### config.mk
export PLATFORM = sky130hd
export DESIGN_NAME = fpu_issue_buffer_flat
export DESIGN_NICKNAME = d
export VERILOG_FILES = /design/src/rtl/fpu_issue_buffer_if.sv /design/src/rtl/fpu_issue_buffer.sv /design/src/flat_wrapper.sv
export SDC_FILE = /design/constraint.sdc
export NUM_CORES = 1
export LEC_CHECK = 0
export CORE_UTILIZATION = 30
export CTS_BUF_LIST = sky130_fd_sc_hd__clkbuf_8
export DETAILED_ROUTE_END_ITERATION = 10
export PLACE_DENSITY = 0.62
export SYNTH_ARGS = -nofsm -noshare
export SYNTH_HDL_FRONTEND = slang
export SYNTH_SLANG_ARGS = --single-unit
export TNS_END_PERCENT = 1
### constraint.sdc
create_clock -name ck -period 4.04 [get_ports ck]
set_input_delay 1.01 -clock ck [delete_from_list [all_inputs] [get_ports ck]]
set_output_delay 1.01 -clock ck [all_outputs]
set_load 0.005 [all_outputs]
### src/rtl/fpu_issue_buffer_if.sv
// Core-to-buffer issue handshake and buffer-to-FPU dispatch bundle.
// slave = the issue buffer, master = the environment (core + FPU).
interface fpu_issue_buffer_if #(
  parameter int X_ID_WIDTH = 4,
  parameter int XLEN       = 32
);
  logic                  issue_valid;
  logic                  issue_ready;
  logic [31:0]           issue_instr;
  logic [X_ID_WIDTH-1:0] issue_id;
  logic [XLEN-1:0]       issue_rs;
  logic                  issue_accept;
  logic                  fpu_ready;
  logic                  fpu_enable;
  logic [31:0]           fpu_instruction;
  logic [X_ID_WIDTH-1:0] fpu_id;
  logic [XLEN-1:0]       fpu_data_fromXreg;

  modport slave (
    input  issue_valid, issue_instr, issue_id, issue_rs, fpu_ready,
    output issue_ready, issue_accept, fpu_enable, fpu_instruction, fpu_id, fpu_data_fromXreg
  );

  modport master (
    output issue_valid, issue_instr, issue_id, issue_rs, fpu_ready,
    input  issue_ready, issue_accept, fpu_enable, fpu_instruction, fpu_id, fpu_data_fromXreg
  );
endinterface

### src/rtl/fpu_issue_buffer.sv
// In-order FIFO between core offload and the FPU: decodes FP opcodes, buffers
// accepted {instr,id,rs} entries and dispatches one per cycle while the FPU is ready.
module fpu_issue_buffer #(
  parameter int DEPTH      = 4,
  parameter int X_ID_WIDTH = 4,
  parameter int XLEN       = 32
) (
  input  logic                       ck,
  input  logic                       reset,
  input  logic                       flush,
  fpu_issue_buffer_if.slave          bus,
  output logic [$clog2(DEPTH+1)-1:0] count
);
  localparam int PW = $clog2(DEPTH);
  localparam int CW = $clog2(DEPTH+1);

  typedef struct packed {
    logic [31:0]           instr;
    logic [X_ID_WIDTH-1:0] id;
    logic [XLEN-1:0]       rs;
  } entry_t;

  function automatic logic is_fp(input logic [6:0] op);
    case (op)
      7'b1010011, 7'b0000111, 7'b0100111,
      7'b1000011, 7'b1000111, 7'b1001011, 7'b1001111: is_fp = 1'b1;
      default:                                        is_fp = 1'b0;
    endcase
  endfunction

  entry_t          mem_q [DEPTH];
  logic [PW-1:0]   wr_ptr_q, rd_ptr_q;
  logic [CW-1:0]   count_q, count_d;
  logic            en_q;
  entry_t          out_q;
  logic            full, push, pop;

  assign full             = (count_q == CW'(DEPTH));
  assign bus.issue_ready  = ~reset & ~full;
  assign bus.issue_accept = bus.issue_valid & is_fp(bus.issue_instr[6:0]);

  // A handshake during flush completes on the bus but is dropped here.
  assign push = bus.issue_valid & bus.issue_ready & bus.issue_accept & ~flush;
  assign pop  = (count_q != '0) & bus.fpu_ready & ~flush;

  always_comb begin
    count_d = count_q;
    case ({push, pop})
      2'b10:   count_d = count_q + CW'(1);
      2'b01:   count_d = count_q - CW'(1);
      default: count_d = count_q;
    endcase
  end

  always_ff @(posedge ck) begin
    if (push) mem_q[wr_ptr_q] <= '{instr: bus.issue_instr, id: bus.issue_id, rs: bus.issue_rs};
  end

  always_ff @(posedge ck) begin
    if (reset) begin
      wr_ptr_q <= '0;
      rd_ptr_q <= '0;
      count_q  <= '0;
      en_q     <= 1'b0;
      out_q    <= '0;
    end else if (flush) begin
      wr_ptr_q <= '0;
      rd_ptr_q <= '0;
      count_q  <= '0;
      en_q     <= 1'b0;
    end else begin
      if (push) wr_ptr_q <= wr_ptr_q + PW'(1);
      if (pop) begin
        rd_ptr_q <= rd_ptr_q + PW'(1);
        out_q    <= mem_q[rd_ptr_q];
      end
      count_q <= count_d;
      en_q    <= pop;
    end
  end

  assign bus.fpu_enable        = en_q;
  assign bus.fpu_instruction   = out_q.instr;
  assign bus.fpu_id            = out_q.id;
  assign bus.fpu_data_fromXreg = out_q.rs;
  assign count                 = count_q;
endmodule

### src/flat_wrapper.sv
// flat-port wrapper written by rule: the top's interface ports become plain ports
module fpu_issue_buffer_flat 
#(
  parameter int DEPTH      = 4,
  parameter int X_ID_WIDTH = 4,
  parameter int XLEN       = 32
)
  (ck, reset, flush, count, bus_issue_valid, bus_issue_instr, bus_issue_id, bus_issue_rs, bus_fpu_ready, bus_issue_ready, bus_issue_accept, bus_fpu_enable, bus_fpu_instruction, bus_fpu_id, bus_fpu_data_fromXreg);
  fpu_issue_buffer_if #(.X_ID_WIDTH(X_ID_WIDTH), .XLEN(XLEN)) bus_i ();
  input  logic ck;
  input  logic reset;
  input  logic flush;
  output logic [$clog2(DEPTH+1)-1:0] count;
  input wire logic [$bits(bus_i.issue_valid)-1:0] bus_issue_valid;
  input wire logic [$bits(bus_i.issue_instr)-1:0] bus_issue_instr;
  input wire logic [$bits(bus_i.issue_id)-1:0] bus_issue_id;
  input wire logic [$bits(bus_i.issue_rs)-1:0] bus_issue_rs;
  input wire logic [$bits(bus_i.fpu_ready)-1:0] bus_fpu_ready;
  output wire logic [$bits(bus_i.issue_ready)-1:0] bus_issue_ready;
  output wire logic [$bits(bus_i.issue_accept)-1:0] bus_issue_accept;
  output wire logic [$bits(bus_i.fpu_enable)-1:0] bus_fpu_enable;
  output wire logic [$bits(bus_i.fpu_instruction)-1:0] bus_fpu_instruction;
  output wire logic [$bits(bus_i.fpu_id)-1:0] bus_fpu_id;
  output wire logic [$bits(bus_i.fpu_data_fromXreg)-1:0] bus_fpu_data_fromXreg;
  assign bus_i.issue_valid = bus_issue_valid;
  assign bus_i.issue_instr = bus_issue_instr;
  assign bus_i.issue_id = bus_issue_id;
  assign bus_i.issue_rs = bus_issue_rs;
  assign bus_i.fpu_ready = bus_fpu_ready;
  assign bus_issue_ready = bus_i.issue_ready;
  assign bus_issue_accept = bus_i.issue_accept;
  assign bus_fpu_enable = bus_i.fpu_enable;
  assign bus_fpu_instruction = bus_i.fpu_instruction;
  assign bus_fpu_id = bus_i.fpu_id;
  assign bus_fpu_data_fromXreg = bus_i.fpu_data_fromXreg;
  fpu_issue_buffer #(.DEPTH(DEPTH), .X_ID_WIDTH(X_ID_WIDTH), .XLEN(XLEN)) u_core (.ck(ck), .reset(reset), .flush(flush), .bus(bus_i), .count(count));
endmodule
[Word-level counts from Yosys, hierarchy flattened]
Memories as Yosys holds them, arrays and structs flattened. A register that Yosys moved wholly into a read port is not among the register bits.
Cells that the tools add are included.
Operators by class
  $add $sub $neg: 4
  multiplexer cells: 4
  equality and inequality tests: 10
  bitwise logic cells: 10
  reduce and logical (&&, ||, !) cells: 5
Operators with widths (count)
  equality test 7 bit, second input constant: 5
  bitwise AND 1 bit: 7
  equality test 7 x 3 -> 1 bit, second input constant: 1
  equality test 7 x 6 -> 1 bit, second input constant: 1
  OR reduction 7 bit: 1
  case mux 3 bit (2 select lines): 1
  adder 2 x 1 -> 2 bit, second input constant: 2
  adder 3 x 1 -> 3 bit, second input constant: 1
  equality test 3 bit, second input constant: 1
  two-way mux 1 bit: 3
  NOT 1 bit: 3
  nonzero test 3 bit: 1
  subtractor 3 x 1 -> 3 bit, second input constant: 1
  equality test 2 x 1 -> 1 bit, second input constant: 1
  equality test 2 bit, second input constant: 1
  AND reduction 2 bit: 1
  nonzero test 2 bit: 1
  OR reduction 2 bit: 1
Word-level totals
  bits in writable memories: 272
  word-level logic and storage cells: 38
  memories kept: 1
  bits of input ports: 73
  output and inout bits: 74
  register bits after elaboration: 8
Memories
  u_core.mem_q: depth 4, width 68, rd ports 1, clocked after memory_dff 1, wr ports 1, line fpu_issue_buffer.sv:31  | entry_t mem_q [DEPTH];

[Logic depth before layout (Yosys ltp)]
  depth in word-level cells: 8
  gate-level depth with buffers: 12
  mapped depth without buffers: 10

[Worst setup path after synthesis]
No wires, ideal clock.
  path kind: input -> register
  start: input port reset
  end: memory u_core.mem_q[0][0] (netlist bit), enable pin
  arrival time: 3.481 ns
  setup time: 0.434 ns
  path slack: 0.126 ns
  cell stages on the path: 6
  path buffers: 2
  data required time: 3.606 ns
  cell sequence: buf_2 > or2_1 > buf_2 > a21oi_1 > o211a_1 > and2_1
On the way
  cells in the longest elaborated chain, start to end: 7
RTL lines
  from (decl): line flat_wrapper.sv:11  | input logic reset;
  NOT 1 bit: line fpu_issue_buffer.sv:39  | assign bus.issue_ready = ~reset & ~full;
  bitwise AND 1 bit: line fpu_issue_buffer.sv:39
  bitwise AND 1 bit (3 in a row): line fpu_issue_buffer.sv:43  | assign push = bus.issue_valid & bus.issue_ready & bus.issue_accept & ~flush;
  two-way mux 1 bit: line fpu_issue_buffer.sv:56  | if (push) mem_q[wr_ptr_q] <= '{instr: bus.issue_instr, id: bus.issue_id, rs: bus.issue_rs};
  two-way mux 1 bit (not written as such): line fpu_issue_buffer.sv:56
  to (decl): line fpu_issue_buffer.sv:31
Every way passes these cells.

[Final worst setup path]
  start: input port bus_issue_instr[1]
  end: output port bus_issue_accept
On the way
  cells in the longest elaborated chain, start to end: 4
  elaborated cells on any way between the ends: 10
  classes of those cells: eq/ne: 7; mux: 1; bitwise: 1; reduce/logical: 1
RTL lines
  from (decl): line flat_wrapper.sv:15  | input wire logic [$bits(bus_i.issue_instr)-1:0] bus_issue_instr;
  equality test 7 bit, or another cell as far along: line fpu_issue_buffer.sv:24  | case (op)
  OR reduction 7 bit (*): line fpu_issue_buffer.sv:24
  two-way mux 1 bit (*): line fpu_issue_buffer.sv:24
  bitwise AND 1 bit (*): line fpu_issue_buffer.sv:40  | assign bus.issue_accept = bus.issue_valid & is_fp(bus.issue_instr[6:0]);
  to (decl): line flat_wrapper.sv:20  | output wire logic [$bits(bus_i.issue_accept)-1:0] bus_issue_accept;
Every way passes the cells marked *; elsewhere a longest branch is shown, timed or not.

==> results.md <==
- Outcome: complete, but fails checks
- Failing checks: DRC
- Syn. warnings: 0
- Yosys top cell area share: 64.76%
- Most frequent cells in the layout: edfxtp_1, clkdlybuf4s50_1, nand2_1, a21oi_1, dfxtp_1
- Worst skew pair latency: 630 ps
- Clk slew on worst S/H paths: 60 ps
- Final Skew: 19.33 ps
- Tmin final: 3750 ps
- Critical path type: primary input to output pin
- Die width: 207.0 um
- Initial Util: 30.68%
- # fillers: 3880
- Post-CTS Setup Bufs: 0
- Post-synth net total: 789
- Wire length of the first global-routing pass: 41550 um
- Main area contributors after synthesis: edfxtp_1, mux4_2, dfxtp_1, nand2_1, a21oi_1
- Top FF cell, synth: edfxtp_1
- H-tree Lvls: 2
- Final count of negative-setup-slack endpoints: 0
- Tightest Pin Transition: 1160 ps
- Worst Path Required: 3030 ps
- RSZ-0062 raised after global routing: no
- Root Driver: clkbuf_8
- Accumulated negative setup slack: 0 ps
- Max Fclk: 266.7 MHz
- Post-route antenna net violation count: 0
- Total number of vias: 6730
- GRT Overall Usage: 12.84%
- CTS Buffer Depth: 3
- Share of post-route cells with drive strength above 1: 17.41%
- Fin crit share: 92.82%
- Commonest non-fill, non-tap cell in the layout: edfxtp_1
- Max IR drop VDD: 218.8 uV
- Die Span Y: 207.0 um
- Final cell count without fillers: 1468
- Hold_buf cts: 0
- Mapped cell area: 12610 um^2
- Post-synthesis cell count: 710
- Cells after DPL: 1363
- Num CTS Buffers: 56
- Drt via density: 4.584
- Ant. Diodes: 0
- Port Buffers: 146
- Initial DRC count: 295
- Site row count: 74
- Core area: 41110 um^2
- Die ar.: 42870 um^2
- Design Power: 0.006842 W
- Initial antenna violation count: 1
- Total gr overflow: 0
- Maxcap violations: 0
- CP arrival: 2740 ps
- Lkg Pwr: 4.945 nW
- CTS-repair resized insts: 0
- Fin. max-slew vios: 0
- Final WL: 27320 um
- Worst rel slew slack: 22.68%
- Nets: 968
- Area grow syn2layout: 25.24%
- Hold Fails Final Rpt: 0
- Number of global-route vias before repair: 6937
- Dpl ws: 265.5 ps
- CTS tree: built
- Area leader, netlist: edfxtp_1
- CP Launch Type: primary input
- PD cells: 433.1 nW/um^2
- Crit Path Max Fanout: 5
- Fin worst setup slack: 290.0 ps
- WL/cell: 18.61 um
- Sequential-to-total area share from yosys stat: 76.82%
- Post-synthesis cell type count: 32
- Syn Area/Cell: 17.77 um^2
- DRC errors left: 12
- Synth async-reset ratio: 0%
- Routability congestion estimate: 0.7163
- Largest net degree at the start of global routing: 70
- Yosys reg bits: 348
- HP Class: flop to flop
- Drt pass-1 iters: 7
- HPWL after DPL: 15380 um
- Clock Sinks: 348
- I/O Pins: 147
- CP Capture Type: output pin
- EDFF count, synth: 272
kinds of logic (layout without fill, tap and decap cells):
logic type	Yosys count	count (layout)	share of synthesized area [%]
AO/OA/AOI/OAI	79	79	3.244
XOR/XNOR	4	4	0.2778
adder cells (fa/ha/maj)	6	6	0.6547
buffers and inverters	47	273	1.805
flip-flops	348	348	76.82
multiplexers	69	69	12.22
AND/OR/NAND/NOR	157	157	4.980
through the flow:
stage	utilization [%]	hold slack, ps	area (um^2)
2_1_floorplan	-	452.7	12610
3_3_place_gp	35.84	445.3	14730
3_5_place_dp	35.84	447.1	14730
4_1_cts	38.43	455.7	15800
5_1_grt	38.43	471.3	15800
6_report	38.43	452.4	15800
layout make-up:
type	count	area, um^2	area share, %
Multi-Input combinational cell	315	2709	17.15
Timing Repair Buffer	161	1634	10.34
Inverter	7	27.53	0.1743
Clock buffer	63	867.1	5.489
Sequential cell	348	9697	61.39
Tap cell	532	665.6	4.214
Clock inverter	42	196.4	1.244
layer usage:
metal / track usage, % / vias to the layer above / wire, um
met5: 0 / - / 9
met4: 5.224 / 2 / 675
met3: 3.229 / 49 / 1426
met2: 21.24 / 172 / 13300
met1: 16.09 / 3443 / 11900
li1: - / 3064 / -
Yosys cell counts, types with 2 or more instances:
| cell | instances |
|---|---|
| buf_2 | 14 |
| and2_1 | 4 |
| dfxtp_1 | 76 |
| nand2b_1 | 2 |
| ha_1 | 5 |
| nor2_1 | 7 |
| nand2_1 | 136 |
| a21oi_1 | 74 |
| inv_1 | 6 |
| edfxtp_1 | 272 |
| mux4_2 | 68 |
| clkbuf_1 | 18 |
| buf_4 | 7 |
| xnor2_1 | 2 |
| xor2_1 | 2 |
final timing paths:
kind                            depth (start not counted)                             end                           start  slack, ps
worst max-delay path                                    5                bus_issue_accept              bus_issue_instr[1]        290
worst min-delay path                                    2  u_core.bus.fpu_instruction[23]  u_core.bus.fpu_instruction[23]        450
worst max register to register                         10                 u_core.count[2]                 u_core.count[0]       1740
worst min register to register                          2  u_core.bus.fpu_instruction[23]  u_core.bus.fpu_instruction[23]        450
sequential cells by signal, summed over array words and instances (netlist names):
register                      cells
u_core.bus.fpu_data_fromXreg     32
u_core.bus.fpu_instruction       32
u_core.bus.fpu_id                 4
u_core.mem_q                    272
u_core.bus.fpu_enable             1
u_core.wr_ptr_q                   2
u_core.count                      3
u_core.rd_ptr_q                   2
worst max-delay path, cell delays in order:
cell             delay [ps]
clkdlybuf4s50_1         560
nand3_1                 180
a21oi_1                 280
o21a_1                  190
clkdlybuf4s50_1         510
where the power goes:
part	total, W	internal, W	leakage, nW	switching [W]
logic	0.000139	0.0000717	1.23	0.0000668
clock network	0.00284	0.00148	0.654	0.00136
registers	0.00386	0.00386	3.06	0.00000128
Power figures use the tool's default switching activity.
==> edit (config.mk and constraints unchanged) <==
Reset style: asynchronous (`reset`), changed in one clocked block.
--- a/src/rtl/fpu_issue_buffer.sv
+++ b/src/rtl/fpu_issue_buffer.sv
@@ -56,7 +56,7 @@
     if (push) mem_q[wr_ptr_q] <= '{instr: bus.issue_instr, id: bus.issue_id, rs: bus.issue_rs};
   end
 
-  always_ff @(posedge ck) begin
+  always_ff @(posedge ck or posedge reset) begin
     if (reset) begin
       wr_ptr_q <= '0;
       rd_ptr_q <= '0;
Behaviour: differs if reset is asserted again (counterexample within 4 cycles, from zero or initial values and one cycle with reset high); with reset held inactive, the same outputs for 4 cycles.
==> edit against the unedited design <==
- synthesized area increased by 2.8%
- sequential cell count did not move
- via count shrank 9.0%
- cell area increased by 5.0%
- routed wire length about the same
- worst setup slack worse by 0.028 ns
- critical path type unchanged
- critical endpoint unchanged
- largest cell class unchanged
Power is not compared: it rests on default switching activity, and its combinational part moved more than twofold at a synthesized area within 25%.
==> edit: results (changes against the unedited design) <==
PLACEMENT
-----------------------------------------------------------------------------------------------------------------
Port Buffers                                                                                                  146   unchanged
Placer Congestion                                                                                           0.707   -1.3%
Post-DP HPWL                                                                                             16500 um   +7.4%

GLOBAL ROUTE
-----------------------------------------------------------------------------------------------------------------
Met2 Resource Use GR                                                                                        20.5%   -0.74 points
Maximum number of pins on one net before global-route repair                                                   70   unchanged
Tot GR Track Use                                                                                            12.8%   -0.058 points
Initial antenna violation count                                                                                 5   +4
Wire length of the first global-routing pass                                                             41500 um   about the same
Met1 Use GR                                                                                                 16.3%   +0.25 points
Met3 track demand over resource in global routing                                                           3.71%   +0.48 points
Via count of the first global-routing pass                                                                   6727   -3.0%

CLOCK NETWORK
-----------------------------------------------------------------------------------------------------------------
Number of CTS-inserted buffers                                                                                 57   +1.8%
Post-CTS sizing                                                                                                 0   unchanged
Root Driver                                                                                              clkbuf_8
Clk_lat worst skew                                                                                        0.62 ns

LOGIC SYNTHESIS
-----------------------------------------------------------------------------------------------------------------
Sequential fraction of the synthesis area                                                                   77.7%   +0.84 points
Async set or reset register ratio after synthesis                                                           21.8%   +22 points
Xor and xnor fraction of the mapped netlist area                                                           0.203%   -0.075 points
Arithmetic-cell share of the synthesized area counting full adders, half adders and majority gates         0.540%   -0.11 points
Total nets after synthesis                                                                                    642   -19%
Complex-gate fraction of the synthesized area                                                              0.733%   -2.5 points
Multiplexer fraction of the synthesized cell area                                                           18.3%   +6.1 points
Number of warning messages in the yosys log                                                                     0   unchanged
Largest cells by area after synthesis                                                                edfxtp_1 63%, dfrtp_1 15%, mux4_2 12%, mux2_2 5.2%, mux2_4 1.0%
Synth cell count leaders                                                                             272 x edfxtp_1, 76 x dfrtp_1, 69 x mux4_2
Distinct cells, synth                                                                                          32   unchanged

SETUP PATH
-----------------------------------------------------------------------------------------------------------------
CP arrival                                                                                                2.77 ns   +0.03 ns
Largest fanout on the critical path                                                                             6   +1

FLOORPLANNING
-----------------------------------------------------------------------------------------------------------------
Die width                                                                                                  210 um   +1.4%

ROUTING
-----------------------------------------------------------------------------------------------------------------
Vias per inst                                                                                                4.41   -3.8%
Initial detailed-routing violation count                                                                      322   +9.2%
Count of TritonRoute iterations in the first routing pass                                                       4   -3
Wirelength per Cell                                                                                       19.7 um   +5.7%

FINISH
-----------------------------------------------------------------------------------------------------------------
Flip-flop count of the largest register, all copies and words added                                           272   unchanged
Fin nets                                                                                                      840   -13%
Share of post-route cells with drive strength above 1                                                       31.5%   +14 points
Fill cell instance count of the final layout                                                                 3838   -1.1%

STATUS
-----------------------------------------------------------------------------------------------------------------
Run status                                                                                           complete, no violations

STA
-----------------------------------------------------------------------------------------------------------------
Slew headroom                                                                                               23.6%   +0.91 points
Setup clock skew after layout                                                                           0.0214 ns   +0.00206 ns

edit: final timing paths:
kind	start	to	slack, ns	cells after the start
worst max-delay path	bus_issue_instr[2]	bus_issue_accept	0.26	6
worst min-delay path	u_core.bus.fpu_instruction[14]$_DFFE_PP0P_	u_core.bus.fpu_instruction[14]$_DFFE_PP0P_	0.51	1
worst max register to register	u_core.count[0]$_DFFE_PP0P_	u_core.count[2]$_DFFE_PP0P_	1.47	8
worst min register to register	u_core.bus.fpu_instruction[14]$_DFFE_PP0P_	u_core.bus.fpu_instruction[14]$_DFFE_PP0P_	0.51	1
max in group asynchronous	reset	u_core.bus.fpu_instruction[9]$_DFFE_PP0P_	2.46	3
min in group asynchronous	reset	u_core.count[2]$_DFFE_PP0P_	0.94	2
edit: worst max-delay path, cell delays in order:
cell	delay, ns
clkdlybuf4s50_1	0.54
nand2b_1	0.23
a21oi_2	0.21
o21ai_0	0.18
inv_1	0.09
clkdlybuf4s50_1	0.50
edit: metal layers:
metal	share of wire, %	wire length (um)
met1	43	11900
met2	49	13300
met3	5.8	1580
met4	2.1	580
met5	0.16	43
edit: power groups by stage:
stage,Clock (mW),Combinational (mW),Sequential (mW)
6_report,3.29,1.27,4.35
5_1_grt,3.55,1.37,4.40
4_1_cts,3.41,1.31,4.36
3_5_place_dp,0,1.30,4.43
3_3_place_gp,0,1.29,4.43
2_1_floorplan,0,0.483,4.40
edit: final cells by class:
cell class | count | area share, %
Antenna cell | 2 | 0.0302
Clock buffer | 63 | 5.23
Clock inverter | 44 | 2.23
Inverter | 10 | 0.241
Multi-Input combinational cell | 181 | 16.5
Sequential cell | 348 | 60.8
Tap cell | 577 | 4.35
Timing Repair Buffer | 164 | 10.6
edit: logic make-up after synthesis:
group / Yosys count
compound gates: 8
xor+xnor: 3
fa+ha+maj: 5
buf+inv: 35
flops: 348
mux: 139
simple gates: 26
edit: stage by stage:
step                instances  utilization (%)  hold slack, ns  instance area, um^2  worst slack [ns]
floorplan                 564                -           0.505                13000            -0.162
global placement         1280             36.2           0.489                15300             0.231
detailed placement       1280             36.2           0.495                15300             0.233
CTS                      1387             39.2           0.509                16600             0.245
global route             1387             39.2           0.520                16600             0.173
finish                   1389             39.2           0.506                16600             0.262
